===== src/rtl/pac_arm_pkg.sv =====
// -----------------------------------------------------------------------------
// pac_arm_pkg
// Shared definitions for the ARM-style pipeline front end:
//   - fetch_state_t : fetch-stage FSM states
//   - *_MSB/*_LSB   : instruction field bit positions
//   - NOP_INSTR     : MOV r0,r0 (cond AL), also used by later flush logic
//   - word_align()  : clears the byte-offset bits of an address
// -----------------------------------------------------------------------------
package pac_arm_pkg;

    typedef enum logic [1:0] {
        S_IDLE = 2'd0,
        S_REQ  = 2'd1,
        S_HAVE = 2'd2,
        S_ERR  = 2'd3
    } fetch_state_t;

    localparam int COND_MSB  = 31;
    localparam int COND_LSB  = 28;
    localparam int OP_MSB    = 27;
    localparam int OP_LSB    = 26;
    localparam int OPC_MSB   = 25;
    localparam int OPC_LSB   = 20;
    localparam int RN_MSB    = 19;
    localparam int RN_LSB    = 16;
    localparam int RD_MSB    = 15;
    localparam int RD_LSB    = 12;
    localparam int RM_MSB    = 3;
    localparam int RM_LSB    = 0;
    localparam int IMM12_MSB = 11;
    localparam int IMM24_MSB = 23;

    localparam logic [31:0] NOP_INSTR    = 32'hE1A0_0000;
    localparam logic [31:0] PC_STEP      = 32'd4;
    localparam logic [31:0] PC_VIS_OFFS  = 32'd8;

    function automatic logic [31:0] word_align(input logic [31:0] addr);
        return {addr[31:2], 2'b00};
    endfunction

endpackage


===== src/rtl/fetch_wait_counter.sv =====
// -----------------------------------------------------------------------------
// fetch_wait_counter
// Counts cycles spent waiting for an instruction-memory acknowledge.
// Saturates at its terminal value; term_o flags that the next unacknowledged
// cycle is the last one allowed. TIMEOUT=0 disables the terminal flag.
// Ports:
//   clk     in  clock, rising edge
//   rst     in  synchronous active-high reset
//   clr_i   in  clear count to zero (takes priority over en_i)
//   en_i    in  count one waiting cycle
//   term_o  out count has reached TIMEOUT-1 (never set when TIMEOUT=0)
// -----------------------------------------------------------------------------
module fetch_wait_counter #(
    parameter int TIMEOUT = 16
) (
    input  logic clk,
    input  logic rst,
    input  logic clr_i,
    input  logic en_i,
    output logic term_o
);

    localparam int CNT_W = (TIMEOUT > 1) ? $clog2(TIMEOUT) : 1;
    localparam logic [CNT_W-1:0] TERM_VAL = CNT_W'((TIMEOUT > 0) ? TIMEOUT - 1 : 0);

    logic [CNT_W-1:0] cnt_q;
    logic [CNT_W-1:0] cnt_d;
    logic             sat;

    assign term_o = (TIMEOUT != 0) && (cnt_q == TERM_VAL);
    // All-ones bound keeps the count from wrapping when the terminal flag is disabled.
    assign sat    = term_o || (cnt_q == {CNT_W{1'b1}});

    // NOTE: default assignment first so every path writes cnt_d and no latch is inferred.
    always_comb begin
        cnt_d = cnt_q;
        if (clr_i) begin
            cnt_d = '0;
        end else if (en_i && !sat) begin
            cnt_d = cnt_q + 1'b1;
        end
    end

    // NOTE: non-blocking assignments in clocked blocks so every flop samples pre-edge values.
    always_ff @(posedge clk) begin
        if (rst) begin
            cnt_q <= '0;
        end else begin
            cnt_q <= cnt_d;
        end
    end

endmodule


===== src/rtl/instr_fetch_stage.sv =====
// -----------------------------------------------------------------------------
// instr_fetch_stage
// Holds the PC, fetches one instruction word at a time over a req/ack port,
// and presents the word plus its decoded fields to control unit and datapath.
// Ports:
//   clk, rst            clock / synchronous active-high reset
//   imem_req/addr       fetch request (held until ack) and its word address
//   imem_ack/rdata      memory response, accepted only while requesting
//   instr_valid         instruction register holds an unretired word
//   instr_ready         datapath retires the current instruction
//   selPC/branch_target branch decision and target, sampled on retire only
//   instr               instruction register, or NOP_INSTR when not valid
//   condicion..imm24    field slices of instr
//   pc_out/pc_plus8     address of current instruction and that address + 8
//   fetch_err           sticky timeout flag, cleared only by rst
// -----------------------------------------------------------------------------
module instr_fetch_stage
    import pac_arm_pkg::*;
#(
    parameter logic [31:0] RESET_PC  = 32'h0000_0000,
    parameter logic [31:0] NOP_INSTR = pac_arm_pkg::NOP_INSTR,
    parameter int          TIMEOUT   = 16
) (
    input  logic        clk,
    input  logic        rst,
    output logic        imem_req,
    output logic [31:0] imem_addr,
    input  logic        imem_ack,
    input  logic [31:0] imem_rdata,
    output logic        instr_valid,
    input  logic        instr_ready,
    input  logic        selPC,
    input  logic [31:0] branch_target,
    output logic [31:0] instr,
    output logic [3:0]  condicion,
    output logic [1:0]  operation,
    output logic [5:0]  opcodes,
    output logic [3:0]  rn,
    output logic [3:0]  rd,
    output logic [3:0]  rm,
    output logic [11:0] imm12,
    output logic [23:0] imm24,
    output logic [31:0] pc_out,
    output logic [31:0] pc_plus8,
    output logic        fetch_err
);

    fetch_state_t state_q;
    logic [31:0]  pc_q;
    logic [31:0]  pc_d;
    logic [31:0]  ir_q;
    logic         req_q;
    logic         valid_q;
    logic         err_q;
    logic         retire;
    logic         wait_term;

    assign retire = (state_q == S_HAVE) && instr_ready;

    // Branch target and selPC are only looked at on the retire cycle.
    always_comb begin
        pc_d = pc_q;
        if (retire) begin
            pc_d = selPC ? word_align(branch_target) : pc_q + PC_STEP;
        end
    end

    fetch_wait_counter #(
        .TIMEOUT (TIMEOUT)
    ) u_wait_cnt (
        .clk    (clk),
        .rst    (rst),
        .clr_i  (retire),
        .en_i   ((state_q == S_REQ) && !imem_ack),
        .term_o (wait_term)
    );

    // FSM with registered request/valid/error outputs. An ack outside S_REQ
    // (including a late ack for a request abandoned by rst) falls through untouched.
    always_ff @(posedge clk) begin
        if (rst) begin
            state_q <= S_IDLE;
            pc_q    <= word_align(RESET_PC);
            ir_q    <= NOP_INSTR;
            req_q   <= 1'b0;
            valid_q <= 1'b0;
            err_q   <= 1'b0;
        end else begin
            pc_q <= pc_d;
            unique case (state_q)
                S_IDLE: begin
                    state_q <= S_REQ;
                    req_q   <= 1'b1;
                end
                S_REQ: begin
                    if (imem_ack) begin
                        ir_q    <= imem_rdata;
                        state_q <= S_HAVE;
                        req_q   <= 1'b0;
                        valid_q <= 1'b1;
                    end else if (wait_term) begin
                        err_q   <= 1'b1;
                        state_q <= S_ERR;
                        req_q   <= 1'b0;
                    end
                end
                S_HAVE: begin
                    if (instr_ready) begin
                        state_q <= S_REQ;
                        req_q   <= 1'b1;
                        valid_q <= 1'b0;
                    end
                end
                S_ERR: begin
                    req_q   <= 1'b0;
                    valid_q <= 1'b0;
                end
                default: begin
                    state_q <= S_IDLE;
                    req_q   <= 1'b0;
                    valid_q <= 1'b0;
                end
            endcase
        end
    end

    assign imem_req    = req_q;
    assign imem_addr   = pc_q;
    assign instr_valid = valid_q;
    assign fetch_err   = err_q;
    assign instr       = valid_q ? ir_q : NOP_INSTR;
    assign pc_out      = pc_q;
    assign pc_plus8    = pc_q + PC_VIS_OFFS;

    // Fields come from instr, so they read as NOP fields whenever instr_valid=0.
    assign condicion = instr[COND_MSB:COND_LSB];
    assign operation = instr[OP_MSB:OP_LSB];
    assign opcodes   = instr[OPC_MSB:OPC_LSB];
    assign rn        = instr[RN_MSB:RN_LSB];
    assign rd        = instr[RD_MSB:RD_LSB];
    assign rm        = instr[RM_MSB:RM_LSB];
    assign imm12     = instr[IMM12_MSB:0];
    assign imm24     = instr[IMM24_MSB:0];

endmodule


===== config.mk =====
export PLATFORM = sky130hd
export DESIGN_NAME = instr_fetch_stage
export DESIGN_NICKNAME = d
export VERILOG_FILES = /design/src/rtl/pac_arm_pkg.sv /design/src/rtl/fetch_wait_counter.sv /design/src/rtl/instr_fetch_stage.sv
export SDC_FILE = /design/constraint.sdc
export NUM_CORES = 1
export LEC_CHECK = 0
export ABC_CLOCK_PERIOD_IN_PS = 2500
export CAP_MARGIN = 0
export CORE_MARGIN = 4
export CORE_UTILIZATION = 40
export DETAILED_ROUTE_END_ITERATION = 6
export PLACE_DENSITY = 0.83
export SLEW_MARGIN = 15
export SYNTH_ARGS = -nofsm -noshare
export SYNTH_HDL_FRONTEND = slang
export SYNTH_SLANG_ARGS = --single-unit

===== constraint.sdc =====
create_clock -name clk -period 2.5 [get_ports clk]
set_input_delay 0.5 -clock clk [delete_from_list [all_inputs] [get_ports clk]]
set_output_delay 0.5 -clock clk [all_outputs]
set_load 0.01 [all_outputs]

# [After elaboration in Yosys (flattened, before gate mapping)]
# Cells that the tools add are included.
[totals] regBits=73 in_bits=69 out_inout_bits=191 wordCells=45
[op_classes] n_addsub=3 n_eq_ne=7 mux=13 n_bitwise=1 reduce_logical=14
[ops] cell="2-to-1 mux 32 bit" n=2
[ops] cell="adder 32 x 3 -> 32 bit, second input constant" n=1
[ops] cell="adder 32 x 4 -> 32 bit, second input constant" n=1
[ops] cell="AND reduction 3 bit" n=3
[ops] cell="2-to-1 mux 2 bit" n=3
[ops] cell="case mux 2 bit (3 select lines)" n=1
[ops] cell="nonzero test 3 bit" n=2
[ops] cell="2-to-1 mux 1 bit" n=5
[ops] cell="adder 4 x 1 -> 4 bit, second input constant" n=1
[ops] cell="equality test 2 bit, second input constant" n=2
[ops] cell="equality test 4 bit, second input constant" n=1
[ops] cell="!= test 2 bit, second input constant" n=2
[ops] cell="case mux 1 bit (4 select lines)" n=1
[ops] cell="AND reduction 2 bit" n=2
[ops] cell="logical AND 1 bit" n=3
[ops] cell="!= test 3 x 2 -> 1 bit, second input constant" n=1
[ops] cell="case mux 1 bit (3 select lines)" n=1
[ops] cell="equality test 2 x 1 -> 1 bit, second input constant" n=1
[ops] cell="zero test 1 bit" n=2
[ops] cell="zero test 2 bit" n=1
[ops] cell="OR reduction 2 bit" n=1
[ops] cell="inverter 1 bit" n=1

# [Logic depth before layout (Yosys ltp)]
# Gate-level depths: netlist (run 1).
[depth] word_depth=4 ltp_mapped=7 mapped_depth_nobuf=6

# [By module]
# Synthesis (run 1) repeated with hierarchy kept, for this count alone.
[unflattened] cells_unflattened=667 hier_area_um2=5098.6
[by_module_without_submodules] mod="instr_fetch_stage" instances=1 cells_each=645 area_per_inst_um2=4887.2 seq_area_each_um2=1341.3
[by_module_without_submodules] mod="fetch_wait_counter" instances=1 cells_each=22 area_per_inst_um2=211.5 seq_area_each_um2=80.1

# [Worst setup path before layout (run 1)]
# OpenSTA, ideal clock, no wires.
[synth_path] path_type="register to output" startpoint="reg pc_q[4], in the netlist imem_addr[4]" endpoint="out pc_plus8[23]" arrival_ns=1.822 required_time_ns=2.000 setup_slack_ns=0.178 stages_incl_launch_ff=6 path_buffers=0 cell_sequence="dfxtp_1 > ha_1 > nand3_1 > nor4_2 > nand2_1 > xnor2_1"
[synth_between] elab_chain_cells=1
[synth_lines] element="start: declaration" line_no="instr_fetch_stage.sv:49" source="logic [31:0] pc_q;"
[synth_lines] element="start signal: assignment" line_no="instr_fetch_stage.sv:83" source="pc_q <= word_align(RESET_PC);"
[synth_lines] element="start signal: assignment" line_no="instr_fetch_stage.sv:89" source="pc_q <= pc_d;"
[synth_lines] element="adder 32 x 4 -> 32 bit" line_no="instr_fetch_stage.sv:133" source="assign pc_plus8 = pc_q + PC_VIS_OFFS;"
[synth_lines] element="end: declaration" line_no="instr_fetch_stage.sv:44" source="output logic [31:0] pc_plus8,"
# No other way between the ends.

# [Worst setup path in the final report (run 1)]
[layout_path] startpoint="reg pc_q[6], in the netlist imem_addr[6]" endpoint="out pc_plus8[28]"
# The elaborated chain is that of the path after synthesis.

==> metrics.csv, run 1 <==
stage,metric,value,unit
floorplan,coreArea,11500,um^2
cells_and_area,area_delta_synth_final,59.5,%
routing,ant_nets,0,
cells_and_area,fin_area,7480,um^2
routing,wl,17600,um
floorplan,start_util,40.9,%
cells_and_area,drive_gt1_share,17.0,%
logic_synthesis,syn_area,4690,um^2
clock_network,numCtsBuffers,9,
logic_synthesis,avgSynthCellArea,7.55,um^2
logic_synthesis,synthArstFlopShare,0,%
floorplan,row_count,39,
setup_path,r2r_setup_slack,0.31,ns
floorplan,ioPinCount,260,
place,place_hpwl,13400,um
global_routing,track_usage,25.0,%
global_routing,antenna_found_initial,0,
global_routing,grt_max_degree,35,
global_routing,grt_pass1_wl,26800,um
logic_synthesis,yosys.area.top_type,dfxtp_1,
setup_path,cp.required,2.00,ns
routing,drt_pass1_iterations,5,
place,io_buffers,251,
timing,hold_viol,0,
logic_synthesis,synth-xor-area-share,5.61,%
cells_and_area,final_nets,900,
logic_synthesis,synth_compound_area_share,14.1,%
logic_synthesis,synth_flop_cell,dfxtp_1,
cells_and_area,antenna_cells,0,
clock_network,cts_htree_levels,3,
routing,routed-via-count,5219,
global_routing,grt_pass1_vias,5138,
routing,wl_per_cell,18.0,um
setup_path,critical_path_arrival,1.92,ns
logic_synthesis,synthCells,621,
timing,setup_viol,0,
setup_path,r2r-end,imem_addr[28],
power_and_ir_drop,irDropWorstVdd,0.255,mV
place,place_area,7050,um^2
run_status,status,completed,
clock_network,clk_latency,0.33,ns
timing,hold_ws,0.449,ns
timing,worstMarginPinSlew,0.609,ns
logic_synthesis,synth_adder_area_share,0.801,%
logic_synthesis,yosys-top-cells-area,"dfxtp_1, buf_4, nand2_1",
timing,fin_skew,0.00623,ns
logic_synthesis,synth-simple-area-share,28.4,%
power_and_ir_drop,pwr_density_cell,408,nW/um^2
setup_path,crit_fanout,4,
logic_synthesis,synth_top_family_by_area,simple AND/OR/NAND/NOR gates,
global_routing,grt.overflow.total,0,
clock_network,cts_buffer_depth,2,
clock_network,cts.sink_count,71,
timing,rsz0062_at_grt,no,
setup_path,critical_path.startpoint,imem_addr[6],
power_and_ir_drop,leakagePower,3.00,nW
floorplan,fp.dieH,116,um
logic_synthesis,post_synth_num_cell_types,52,
cells_and_area,num-fill-cells,962,
min_path,holdPathStages,2,
min_path,hold_class,register to register,
logic_synthesis,synth_edf_count,0,
flow_run,maxCapViolCount,0,
logic_synthesis,yosysWarnings,0,
floorplan,fp.dieW,116,um
floorplan,die-area,13500,um^2
timing,timing.final.crit_share,96.7,%
routing,drt_iter0_drc,419,
place,dp.cells,955,
logic_synthesis,ys_ff_latch,71,
setup_path,path_class,register to primary output,
min_path,whs_endpoint,ir_q[25],
setup_path,cp-end-kind,primary output,
routing,vias_per_cell,5.35,
timing,drv_slew,0,
timing,fmax,413,MHz
routing,drc_errors,0,
place,gp_congestion,0.962,
timing,min_period,2.42,ns
min_path,min_from,ir_q[25],
logic_synthesis,synth_top_cell_area_share,30.3,%
timing,max_slew_margin,59.1,%
logic_synthesis,synthMuxAreaShare,1.07,%
logic_synthesis,synth-seq-area-share,30.3,%
setup_path,r2r-start,imem_addr[3],
setup_path,cp-start-kind,register,
clock_network,clockRootBuffer,clkbuf_16,
setup_path,worstRegToRegCells,7,
cells_and_area,stdcell_count,976,
clock_network,clkTransAtPathRegs,0.06,ns
clock_network,tritoncts,built,
-- stage by stage --
| stage | power, W | worst slack, ns | util, % | TNS [ns] |
|---|---|---|---|---|
| after floorplan | 0.00144 | 0.178 | - | 0 |
| after global placement | 0.00167 | -0.153 | 61.5 | -0.300 |
| after detailed placement | 0.00168 | -0.126 | 61.5 | -0.377 |
| after CTS | 0.00307 | 0.0000366 | 65.3 | 0 |
| after global routing | 0.00316 | 0.00317 | 65.2 | 0 |
| final | 0.00305 | 0.0815 | 65.2 | 0 |
-- worst max-delay path, stage by stage, from the launching register on --
cell	delay, ns
dfxtp_2	0.34
nand2_1	0.08
or3_4	0.45
nor3_4	0.22
and3_4	0.22
xor2_1	0.13
buf_2	0.14
-- cells by family after synthesis --
family | after synthesis
adder cells (fa/ha/maj) | 3
XOR/XNOR | 30
buffers and inverters | 143
other | 1
flip-flops | 71
AND/OR/NAND/NOR | 255
AO/OA/AOI/OAI | 113
multiplexers | 5
-- what timing repair did --
item                       in CTS  in global routing
setup buffers                   3                  2
pin swaps                       3                  4
hold buffers                    0                  0
setup endpoints to repair      24                 16
gates resized for setup        63                 26
-- cell usage after synthesis, types with 9 or more instances --
cell type	n
nand2_1	108
buf_4	101
dfxtp_1	71
a21oi_1	46
o21ai_0	33
and2_1	29
clkbuf_1	29
nor2_1	26
nand3_1	17
xnor2_1	16
xor2_1	14
nand4_1	13
nor3_1	11
a22oi_1	10
inv_1	9
-- area by class of cell --
class | instances | area [um^2] | area share [%]
clock buffers | 9 | 225 | 3.01
clock inverters | 7 | 96.3 | 1.29
inverters | 9 | 33.8 | 0.452
multi-input cells | 412 | 2480 | 33.1
flip-flops and latches | 71 | 1440 | 19.2
well taps | 143 | 179 | 2.39
repair buffers | 325 | 3030 | 40.5
-- sequential cells by signal (all words and copies together) (netlist names) --
register and cells:
imem_addr 30, fetch_err 1, ir_q 32, state_q 2
imem_req 1, u_wait_cnt.cnt_q 4, instr_valid 1
-- layer usage --
layer / vias to the layer above / part of all wire (%) / global-route usage [%]
met4: 0 / 2.6 / 10.3
met2: 312 / 50 / 44.9
met3: 45 / 9.2 / 5.44
met1: 2416 / 38 / 28.7
met5: - / 0 / 0
li1: 2446 / - / -
-- cell usage in the layout (no fill, tap or decap), types with 9 or more instances in the layout --
master,netlist,final
nand3_1,17,15
dfxtp_2,0,11
nand4_1,13,13
and2_1,29,28
clkdlybuf4s50_1,0,227
clkbuf_16,0,9
buf_4,101,69
nand2_1,108,108
nor3_1,11,10
nor2_1,26,24
inv_1,9,9
xor2_1,14,13
dfxtp_1,71,59
a22oi_1,10,10
xnor2_1,16,16
dlygate4sd2_1,0,10
a21oi_1,46,46
o21ai_0,33,33
-- report_power, final --
part / total (W) / leakage (nW) / switching, W / internal, W
clock network: 0.00140 / 0.160 / 0.000520 / 0.000877
logic: 0.000451 / 2.25 / 0.000209 / 0.000242
registers: 0.00120 / 0.583 / 0.0000293 / 0.00117
-- worst max-delay path by stage --
stage / to / depth (start not counted)
2_1_floorplan: pc_plus8[23] / 5
3_3_place_gp: pc_plus8[24] / 5
3_5_place_dp: pc_plus8[24] / 5
4_1_cts: pc_plus8[31] / 8
5_1_grt: pc_plus8[28] / 6
6_report: pc_plus8[28] / 6
(Power assumes the default switching activity.)
==> run 2: changes to the inputs <==
--- a/config.mk
+++ b/config.mk
@@ -5,12 +5,12 @@
 export SDC_FILE = /design/constraint.sdc
 export NUM_CORES = 1
 export LEC_CHECK = 0
-export ABC_CLOCK_PERIOD_IN_PS = 2500
+export ABC_CLOCK_PERIOD_IN_PS = 2800
 export CAP_MARGIN = 0
 export CORE_MARGIN = 4
-export CORE_UTILIZATION = 40
+export CORE_UTILIZATION = 43
 export DETAILED_ROUTE_END_ITERATION = 6
-export PLACE_DENSITY = 0.83
+export PLACE_DENSITY = 0.88
 export SLEW_MARGIN = 15
 export SYNTH_ARGS = -nofsm -noshare
 export SYNTH_HDL_FRONTEND = slang
==> constraint.sdc (replaced) <==
create_clock -name clk -period 2.8 [get_ports clk]
set_input_delay 0.56 -clock clk [delete_from_list [all_inputs] [get_ports clk]]
set_output_delay 0.56 -clock clk [all_outputs]
set_load 0.01 [all_outputs]
==> run 2 against run 1 <==
Sequential share of layout area is 0.64 points higher. Worst hold slack better by 0.00080 ns. Sequential power is 10% lower. Clock skew is 0.0041 ns higher. Total power is 27% lower. Die area is 6.5% lower. Combinational power is 13% lower. Critical path type unchanged. Core utilization is 3.4 points higher. Worst setup slack better by 0.018 ns. Cell area is 4.0% lower. Critical path depth is 2 higher. Cell count is 2.2% lower.
==> metrics.csv, run 2 (synthesis gave the netlist of run 1 again) <==
stage,metric,value,unit
place,io_buffers,251,
setup_path,path_common_cell,buf_4,
routing,vias_per_cell,5.39,
min_path,hold_class,register to register,
setup_path,worst_path_largest_cell_delay,0.35,ns
cells_and_area,largest_reg_flops,32,
place,gp_congestion,0.898,
run_status,status,completed,
routing,routed-via-count,5143,
power_and_ir_drop,irDropWorstVdd,0.217,mV
global_routing,antenna_found_initial,0,
clock_network,cts.sink_count,71,
clock_network,clkTransAtPathRegs,0.07,ns
clock_network,clockRootBuffer,clkbuf_8,
cells_and_area,multi_input_area,2420,um^2
floorplan,die-area,12600,um^2
routing,drt_iter0_drc,475,
clock_network,numCtsBuffers,9,
setup_path,critPathTopFamily,buffers and inverters,
setup_path,cp-start-kind,register,
timing,timing.final.crit_share,96.5,%
clock_network,cts_htree_levels,3,
setup_path,critical_path_arrival,2.14,ns
setup_path,cpMaxStageDelayCell,dfxtp_1,
timing,fmax,370,MHz
cells_and_area,final_nets,886,
floorplan,row_count,37,
global_routing,track_usage,26.2,%
floorplan,coreArea,10500,um^2
global_routing,grt_pass1_wl,26800,um
setup_path,worstPathCellList,buf_4 -> nand4_4 -> nor4_2 -> buf_4 -> buf_4 -> nand2_1 -> xnor2_1 -> dlygate4sd2_1,
power_and_ir_drop,leakagePower,2.89,nW
setup_path,critPathBufInv,4,
cells_and_area,antenna_cells,0,
setup_path,crit_fanout,8,
global_routing,grt_max_degree,35,
clock_network,holdBufCountCts,0,
flow_run,maxCapViolCount,0,
timing,fin_tns_setup,0,ns
cells_and_area,final-seq-area,1430,um^2
timing,hold_viol,0,
timing,worstMarginPinSlew,0.695,ns
timing,max_slew_margin,53.2,%
timing,hold_ws,0.450,ns
timing,min_period,2.70,ns
setup_path,path_class,register to primary output,
routing,wl_per_cell,18.1,um
setup_path,cp-end-kind,primary output,
clock_network,tritoncts,built,
clock_network,cts_buffer_depth,2,
cells_and_area,final_common_cell,clkdlybuf4s50_1,
clock_network,clk_latency,0.35,ns
routing,wl,17300,um
routing,drc_errors,0,
cells_and_area,area_delta_synth_final,53.1,%
floorplan,fp.dieH,112,um
power_and_ir_drop,pwr_density_cell,312,nW/um^2
place,place_hpwl,13300,um
timing,rsz0062_at_grt,yes,
cells_and_area,num-fill-cells,834,
routing,ant_nets,0,
cells_and_area,layout_common_cells,"clkdlybuf4s50_1, nand2_1, dfxtp_1",
global_routing,grt_pass1_vias,5060,
timing,drv_slew,0,
setup_path,cp.required,2.24,ns
floorplan,fp.dieW,112,um
cells_and_area,top_register,ir_q,
cells_and_area,drive_gt1_share,13.1,%
floorplan,ioPinCount,260,
floorplan,start_util,44.8,%
timing,setup_viol,0,
timing,fin_skew,0.0104,ns
global_routing,grt.overflow.total,0,
routing,drt_pass1_iterations,5,
## run 2: cell count changes in the layout (fill, tap and decap cells not counted), sizes merged
cell	change
bufinv	-2
buf	-18
dlygate4sd2	+3
clkinv	+1
dlymetal6s2s	+3
clkdlybuf4s50	+3
clkbuf	-4
## run 2: routing by layer
layer / GRT usage (%) / vias up / wire length, um
met3: 6.58 / 40 / 1590
li1: - / 2412 / -
met1: 30.6 / 2379 / 6530
met5: 0 / - / 0
met4: 8.01 / 0 / 434
met2: 47.0 / 312 / 8750
## run 2: path summary, 6_finish.rpt
check / startpoint / endpoint / slack, ns / cells after the start
max reg2reg: imem_addr[3] / imem_addr[28] / 0.50 / 7
min: ir_q[5] / ir_q[5] / 0.45 / 2
min reg2reg: ir_q[5] / ir_q[5] / 0.45 / 2
max: imem_addr[7] / pc_plus8[23] / 0.1 / 8
## run 2: through the flow
step	power, W	utilization (%)	instances	area (um^2)	worst slack, ns
2_1_floorplan	0.00129	-	626	4710	0.418
3_3_place_gp	0.00148	66.0	932	6910	0.140
3_5_place_dp	0.00149	66.0	932	6910	0.108
4_1_cts	0.00225	68.0	949	7120	0.0170
5_1_grt	0.00234	68.6	955	7180	-0.0266
6_report	0.00224	68.6	955	7180	0.0992
## run 2: timing repair
item	4_1_cts	5_1_grt
pin swaps	1	4
buffers inserted	1	6
endpoints found under the setup margin	21	10
gates resized for setup	30	14
## run 2: worst min-delay path: cells and delay by family, from the launching register on
family / cells / cell delay, ns
DFF: 1 / 0.31
and+or+nand+nor: 1 / 0.05
AOI/OAI and AO/OA: 1 / 0.05
## run 2: cell type report
| class | count | area share, % |
|---|---|---|
| clock inverter | 6 | 0.628 |
| timing repair buffer | 311 | 41.0 |
| multi-input combinational | 412 | 33.7 |
| inverter | 9 | 0.471 |
| sequential | 71 | 19.9 |
| clock buffer | 10 | 1.92 |
| tap | 136 | 2.37 |
## run 2: power breakdown
part / total, W / internal (W) / switching (W)
logic: 0.000394 / 0.000211 / 0.000183
clock network: 0.000768 / 0.000350 / 0.000418
registers: 0.00108 / 0.00105 / 0.0000273
